File: src/rtl/switch_matrix_cfg_loader_if.sv
// Valid/ready stream of 6-bit routing entries into the switch matrix configuration loader.
interface switch_matrix_cfg_loader_if;
  logic       cfg_valid;
  logic [5:0] cfg_data;
  logic       cfg_last;
  logic       cfg_ready;

  modport master (output cfg_valid, output cfg_data, output cfg_last, input cfg_ready);
  modport slave  (input cfg_valid, input cfg_data, input cfg_last, output cfg_ready);
endinterface

File: src/rtl/switch_matrix_cfg_loader.sv
// Routing switch matrix configuration loader: receives one entry per pin,
// checks legality and frame length, stages the frame in shadow registers and
// commits it atomically to the active configuration bus.
module switch_matrix_cfg_loader #(
  parameter int unsigned N_TB = 5,
  parameter int unsigned N_LR = 4
) (
  input  logic                           clk,
  input  logic                           rst_n,
  switch_matrix_cfg_loader_if.slave      cfg_if,
  input  logic                           cfg_clear,
  output logic [6*(2*N_TB+2*N_LR)-1:0]   cfg_out,
  output logic                           cfg_done,
  output logic                           cfg_err,
  output logic [1:0]                     err_code,
  output logic                           busy
);

  localparam int unsigned N_ENT  = 2*N_TB + 2*N_LR;
  localparam int unsigned CFG_W  = 6*N_ENT;
  localparam int unsigned CNT_W  = $clog2(N_ENT + 1);

  localparam logic [1:0] ERR_NONE = 2'b00;
  localparam logic [1:0] ERR_LEN  = 2'b01;
  localparam logic [1:0] ERR_ILL  = 2'b10;

  typedef enum logic [1:0] {
    IDLE  = 2'd0,
    LOAD  = 2'd1,
    DRAIN = 2'd2,
    APPLY = 2'd3
  } state_t;

  state_t             state_q, state_d;
  logic [CNT_W-1:0]   cnt_q, cnt_d;
  logic [CFG_W-1:0]   shadow_q, shadow_d;
  logic [CFG_W-1:0]   cfg_out_q, cfg_out_d;
  logic               ill_q, ill_d;
  logic               len_q, len_d;
  logic               done_q, done_d;
  logic               err_q, err_d;
  logic [1:0]         err_code_q, err_code_d;
  logic               busy_q, busy_d;
  logic               ready_c;
  logic               accept_c;

  // Entry k targets a fixed pin; an entry is illegal if its source pin is out
  // of range, its side code is undefined, or it routes the target to itself.
  function automatic logic entry_illegal(input logic [CNT_W-1:0] k, input logic [5:0] e);
    int unsigned ki;
    int unsigned ti;
    int unsigned x;
    logic [2:0]  ts;
    logic        ill;
    ki = 32'(k);
    x  = 32'(e[5:3]);
    if (ki < N_TB) begin
      ts = 3'd1; ti = ki;
    end else if (ki < 2*N_TB) begin
      ts = 3'd3; ti = ki - N_TB;
    end else if (ki < 2*N_TB + N_LR) begin
      ts = 3'd4; ti = ki - 2*N_TB;
    end else begin
      ts = 3'd2; ti = ki - 2*N_TB - N_LR;
    end
    case (e[2:0])
      3'd0:       ill = 1'b0;
      3'd1, 3'd3: ill = (x >= N_TB);
      3'd2, 3'd4: ill = (x >= N_LR);
      default:    ill = 1'b1;
    endcase
    if ((e[2:0] == ts) && (x == ti)) ill = 1'b1;
    return ill;
  endfunction

  assign ready_c          = ((state_q == IDLE) && !cfg_clear) || (state_q == LOAD) || (state_q == DRAIN);
  assign accept_c         = cfg_if.cfg_valid && ready_c;
  assign cfg_if.cfg_ready = ready_c;

  assign cfg_out  = cfg_out_q;
  assign cfg_done = done_q;
  assign cfg_err  = err_q;
  assign err_code = err_code_q;
  assign busy     = busy_q;

  // Next-state, shadow staging and commit/reject decisions.
  always_comb begin
    state_d    = state_q;
    cnt_d      = cnt_q;
    shadow_d   = shadow_q;
    cfg_out_d  = cfg_out_q;
    ill_d      = ill_q;
    len_d      = len_q;
    done_d     = 1'b0;
    err_d      = 1'b0;
    err_code_d = err_code_q;

    case (state_q)
      IDLE: begin
        if (cfg_clear) begin
          cfg_out_d = '0;
        end else if (accept_c) begin
          shadow_d[5:0] = cfg_if.cfg_data;
          cnt_d         = CNT_W'(1);
          ill_d         = entry_illegal('0, cfg_if.cfg_data);
          if (cfg_if.cfg_last) begin
            len_d   = 1'b1;
            state_d = APPLY;
          end else begin
            state_d = LOAD;
          end
        end
      end
      LOAD: begin
        if (accept_c) begin
          shadow_d[32'(cnt_q)*6 +: 6] = cfg_if.cfg_data;
          ill_d = ill_q | entry_illegal(cnt_q, cfg_if.cfg_data);
          cnt_d = cnt_q + CNT_W'(1);
          if (32'(cnt_q) + 1 < N_ENT) begin
            if (cfg_if.cfg_last) begin
              len_d   = 1'b1;
              state_d = APPLY;
            end
          end else if (cfg_if.cfg_last) begin
            state_d = APPLY;
          end else begin
            len_d   = 1'b1;
            state_d = DRAIN;
          end
        end
      end
      DRAIN: begin
        if (accept_c && cfg_if.cfg_last) state_d = APPLY;
      end
      APPLY: begin
        if (len_q) begin
          err_d      = 1'b1;
          err_code_d = ERR_LEN;
        end else if (ill_q) begin
          err_d      = 1'b1;
          err_code_d = ERR_ILL;
        end else begin
          cfg_out_d  = shadow_q;
          done_d     = 1'b1;
          err_code_d = ERR_NONE;
        end
        cnt_d   = '0;
        ill_d   = 1'b0;
        len_d   = 1'b0;
        state_d = IDLE;
      end
      default: state_d = IDLE;
    endcase

    busy_d = (state_d != IDLE);
  end

  // State and datapath registers.
  always_ff @(posedge clk or negedge rst_n) begin
    if (!rst_n) begin
      state_q    <= IDLE;
      cnt_q      <= '0;
      shadow_q   <= '0;
      cfg_out_q  <= '0;
      ill_q      <= 1'b0;
      len_q      <= 1'b0;
      done_q     <= 1'b0;
      err_q      <= 1'b0;
      err_code_q <= ERR_NONE;
      busy_q     <= 1'b0;
    end else begin
      state_q    <= state_d;
      cnt_q      <= cnt_d;
      shadow_q   <= shadow_d;
      cfg_out_q  <= cfg_out_d;
      ill_q      <= ill_d;
      len_q      <= len_d;
      done_q     <= done_d;
      err_q      <= err_d;
      err_code_q <= err_code_d;
      busy_q     <= busy_d;
    end
  end

endmodule

File: src/flat_wrapper.sv
// flat-port wrapper written by rule: the top's interface ports become plain ports
module switch_matrix_cfg_loader_flat 
#(
  parameter int unsigned N_TB = 5,
  parameter int unsigned N_LR = 4
)
  (clk, rst_n, cfg_clear, cfg_out, cfg_done, cfg_err, err_code, busy, cfg_if_cfg_valid, cfg_if_cfg_data, cfg_if_cfg_last, cfg_if_cfg_ready);
  switch_matrix_cfg_loader_if cfg_if_i ();
  input  logic clk;
  input  logic rst_n;
  input  logic cfg_clear;
  output logic [6*(2*N_TB+2*N_LR)-1:0] cfg_out;
  output logic cfg_done;
  output logic cfg_err;
  output logic [1:0] err_code;
  output logic busy;
  input wire logic [$bits(cfg_if_i.cfg_valid)-1:0] cfg_if_cfg_valid;
  input wire logic [$bits(cfg_if_i.cfg_data)-1:0] cfg_if_cfg_data;
  input wire logic [$bits(cfg_if_i.cfg_last)-1:0] cfg_if_cfg_last;
  output wire logic [$bits(cfg_if_i.cfg_ready)-1:0] cfg_if_cfg_ready;
  assign cfg_if_i.cfg_valid = cfg_if_cfg_valid;
  assign cfg_if_i.cfg_data = cfg_if_cfg_data;
  assign cfg_if_i.cfg_last = cfg_if_cfg_last;
  assign cfg_if_cfg_ready = cfg_if_i.cfg_ready;
  switch_matrix_cfg_loader #(.N_TB(N_TB), .N_LR(N_LR)) u_core (.clk(clk), .rst_n(rst_n), .cfg_if(cfg_if_i), .cfg_clear(cfg_clear), .cfg_out(cfg_out), .cfg_done(cfg_done), .cfg_err(cfg_err), .err_code(err_code), .busy(busy));
endmodule
File: config.mk
export PLATFORM = sky130hd
export DESIGN_NAME = switch_matrix_cfg_loader_flat
export DESIGN_NICKNAME = d
export VERILOG_FILES = /design/src/rtl/switch_matrix_cfg_loader_if.sv /design/src/rtl/switch_matrix_cfg_loader.sv /design/src/flat_wrapper.sv
export SDC_FILE = /design/constraint.sdc
export NUM_CORES = 1
export LEC_CHECK = 0
export ABC_AREA = 1
export BUFFER_PORTS_ARGS = -buffer_cell sky130_fd_sc_hd__buf_2
export CORE_MARGIN = 4
export CORE_UTILIZATION = 45
export CTS_CLUSTER_DIAMETER = 120
export DETAILED_ROUTE_END_ITERATION = 10
export SYNTH_ARGS = -nofsm -noshare
export SYNTH_HDL_FRONTEND = slang
export SYNTH_SLANG_ARGS = --single-unit
File: constraint.sdc
create_clock -name clk -period 3.7 [get_ports clk]
set_clock_uncertainty 0.1 [all_clocks]
set_input_delay 0.185 -clock clk [delete_from_list [all_inputs] [get_ports clk]]
set_output_delay 0.185 -clock clk [all_outputs]
set_load 0.1 [all_outputs]
==> flow_metrics.env <==
export IMPL_drt_iter0_drc=818
export IMPL_power_density_mw_per_mm2=933
export IMPL_firstDrtPassIters=5
export IMPL_synth_adder_area_share_pct=2.15
export IMPL_area_growth_pct=16.8
export IMPL_synth_xor_xnor_area_share_pct=1.01
export IMPL_synth_mux_area_share_pct=1.93
export IMPL_ios=125
export IMPL_clkTransAtPathRegs_ps=60
export IMPL_layout_common_cells="330 x nand2_1, 230 x dfrtp_1, 202 x o21ai_0"
export IMPL_cts_max_level=1
export IMPL_port_buffers=124
export IMPL_clock_sinks=230
export IMPL_ant_nets=0
export IMPL_antenna_found_initial=0
export IMPL_place_congestion=0.924
export IMPL_cap_violations=0
export IMPL_avgSynthCellArea_um2=8.49
export IMPL_synth_top_family_by_area="simple AND/OR/NAND/NOR gates"
export IMPL_vias=9813
export IMPL_initial_core_util_pct=45.5
export IMPL_setup_viol=0
export IMPL_nNetsFinal=1506
export IMPL_yosysSeqAreaShare_pct=50.4
export IMPL_grt_usage_pct=22.9
export IMPL_drt_total_wl_um=32400
export IMPL_yosysWarnings=0
export IMPL_layoutNonFillerInstCount=1822
export IMPL_grt_setup_unrepaired="false"
export IMPL_grt_max_degree=110
export IMPL_cts_path_max_buffers=3
export IMPL_crit_arrival_ps=3690
export IMPL_critPathRequiredTime_ps=3990
export IMPL_gr_total_overflow=0
export IMPL_ys_ff_latch=230
export IMPL_placed_area_mm2=0.0125
export IMPL_core_area_mm2=0.0251
export IMPL_synth_cell_types=54
export IMPL_final_common_cell="nand2_1"
export IMPL_synth_area_leaders="dfrtp_1 50%, nand2_1 11%, o21ai_0 8.8%, nand3_1 7.3%, inv_1 2.5%"
export IMPL_synth_largest_area_cell="dfrtp_1"
export IMPL_num_antenna_cells=0
export IMPL_setup_tns_ps=0
export IMPL_synth_edff_count=0
export IMPL_slowest_delay_ps=440
export IMPL_crit_slowest_cell="dfrtp_1"
export IMPL_status="complete, no violations"
export IMPL_cts_made_buffers=25
export IMPL_grt_pass1_wl_um=53000
export IMPL_drc_errors=0
export IMPL_synth_compound_area_share_pct=13.0
export IMPL_synth_simple_area_share_pct=25.7
export IMPL_async_reset_ff_share_pct=100
export IMPL_vdd_ir_drop_max_uv=496
export IMPL_crit_path_frequent_cell="nand2_1"
export IMPL_timing_critical_path_buf_inv=3
export IMPL_wire_per_inst_um=17.8
export IMPL_via_per_inst=5.39
export IMPL_worst_pin_slew_ps=1130
export IMPL_cts_root_buf="clkbuf_16"
export IMPL_syn_area_mm2=0.0114
export IMPL_p_leak_nw=7.10
export IMPL_postCtsSetupBuffers=0
export IMPL_die_w_um=167
export IMPL_path_cells="ha_1 > fa_1 > nand2_1 > nand2_1 > nor2_1 > nand3_1 > nor2_1 > ha_1 > inv_1 > nor2_4 > inv_1 > nor2_8 > inv_6 > nor2_4 > nand2_1 > mux2_1"
export IMPL_start_kind="flip-flop"
export IMPL_clk_latency_ps=520
export IMPL_crit_path_end_kind="flip-flop"
export IMPL_cts_tree="built"
export IMPL_fin_crit_ps=3400
export IMPL_dp_hpwl_um=23300
export IMPL_synth_top_area_share_pct=50.4
export IMPL_synthesis_nets=1376
export IMPL_cp_max_fo=21
export IMPL_maxSlewViolCount=0
export IMPL_clock_fmax_ghz=0.294
export IMPL_crit_family="simple AND/OR/NAND/NOR gates"
export IMPL_first_global_vias=9766
export IMPL_hold_class="in2async"
export IMPL_die_h_um=167
export IMPL_fin_crit_sh_pct=91.9
export IMPL_placedCellCount=1768
export IMPL_netlist_instances=1346
export IMPL_row_count=58
export IMPL_crit_type="reg2reg"
export IMPL_max_slew_margin_pct=23.9
export IMPL_final_area_mm2=0.0133
export IMPL_finalHoldViolations=0
export IMPL_die_area_mm2=0.0280
export IMPL_drive_above_1_share_pct=18.4
export IMPL_ys_flop_type="dfrtp_1"
## registers in the layout (all words and copies together) (netlist names)
| signal | flops |
|---|---|
| u_core.cfg_err | 1 |
| u_core.cfg_done | 1 |
| u_core.ill_q | 1 |
| u_core.state_q | 2 |
| u_core.cfg_out | 108 |
| u_core.busy | 1 |
| u_core.err_code | 2 |
| u_core.len_q | 1 |
| u_core.shadow_q | 108 |
| u_core.cnt_q | 5 |
## through the flow
stage	setup WS, ps	hold WS [ps]	total power, W	util, %
after floorplan	382	-211	0.00804	-
after global placement	289	155	0.0101	49.7
after detailed placement	227	156	0.0101	49.7
after CTS	221	171	0.0125	53.1
after global routing	3.68	253	0.0132	53.1
final	300	177	0.0124	53.1
## worst paths after layout
kind,start,endpoint,slack (ps),depth (start not counted)
hold reg to reg,u_core.ill_q,u_core.cfg_done,330,1
setup reg to reg,u_core.cnt_q[1],u_core.shadow_q[107],300,16
max in group asynchronous,rst_n,u_core.shadow_q[66],2350,3
hold / removal,rst_n,u_core.cfg_out[38],180,2
setup / recovery,u_core.cnt_q[1],u_core.shadow_q[107],300,16
min in group clk,cfg_if_cfg_data[0],u_core.shadow_q[0],180,5
## report_power, final
group | switching, W | internal (W) | total (W) | leakage [nW]
combinational | 0.00525 | 0.00153 | 0.00678 | 3.58
clock | 0.000979 | 0.00134 | 0.00232 | 0.366
sequential | 0.000327 | 0.00302 | 0.00334 | 3.16
total | 0.00655 | 0.00589 | 0.0124 | 7.10
## worst register-to-register path: stages (launching register included)
cell and delay (ps):
dfrtp_1 440, ha_1 240, fa_1 400, nand2_1 150, nand2_1 100, nor2_1 100
nand3_1 110, nor2_1 170, ha_1 290, inv_1 120, nor2_4 60, inv_1 190
nor2_8 100, inv_6 220, nor2_4 60, nand2_1 110, mux2_1 320
## cell families after synthesis
group                      count (synthesis)
AOI/OAI and AO/OA                        273
xor gates and xnor gates                  11
adders and majority gates                 19
buffers and inverters                    158
DFF                                      230
muxes                                     20
and+or+nand+nor                          635
## timing repair
item	in CTS	in global routing
hold buffers	11	0
setup endpoints to repair	0	2
hold endpoints to repair	105	0
gates resized for setup	0	1
## metal layers
metal / vias up / wire [um] / GRT usage [%]
met5: - / 0 / 0
met4: 0 / 663 / 4.98
met3: 39 / 1630 / 3.00
met2: 269 / 15100 / 37.5
met1: 4723 / 15100 / 32.9
li1: 4782 / - / -
## area by class of cell
type	count	area [um^2]
well taps	330	413
multi-input cells	958	5020
repair buffers	168	1030
clock inverters	5	33.8
clock buffers	38	724
inverters	93	373
flip-flops and latches	230	5760
fillers	2466	11800
## Yosys cell counts, types with 3 or more instances
| cell | number |
|---|---|
| nand2_4 | 3 |
| buf_6 | 3 |
| inv_2 | 14 |
| xor2_1 | 6 |
| o21ai_0 | 202 |
| mux2_2 | 14 |
| o21ai_1 | 17 |
| mux2i_1 | 4 |
| nor3_4 | 3 |
| nand2_1 | 331 |
| o22ai_1 | 8 |
| a21oi_1 | 19 |
| nor2_1 | 71 |
| inv_1 | 75 |
| ha_1 | 18 |
| nor2_4 | 13 |
| o31ai_1 | 7 |
| inv_4 | 3 |
| nor2_2 | 5 |
| nor3_1 | 10 |
| clkbuf_1 | 49 |
| nand2_2 | 5 |
| dfrtp_1 | 230 |
| xnor2_1 | 4 |
| nand3_1 | 166 |
| nand4_1 | 15 |
| o211ai_1 | 6 |
| buf_2 | 9 |
(Power assumes the default switching activity.)
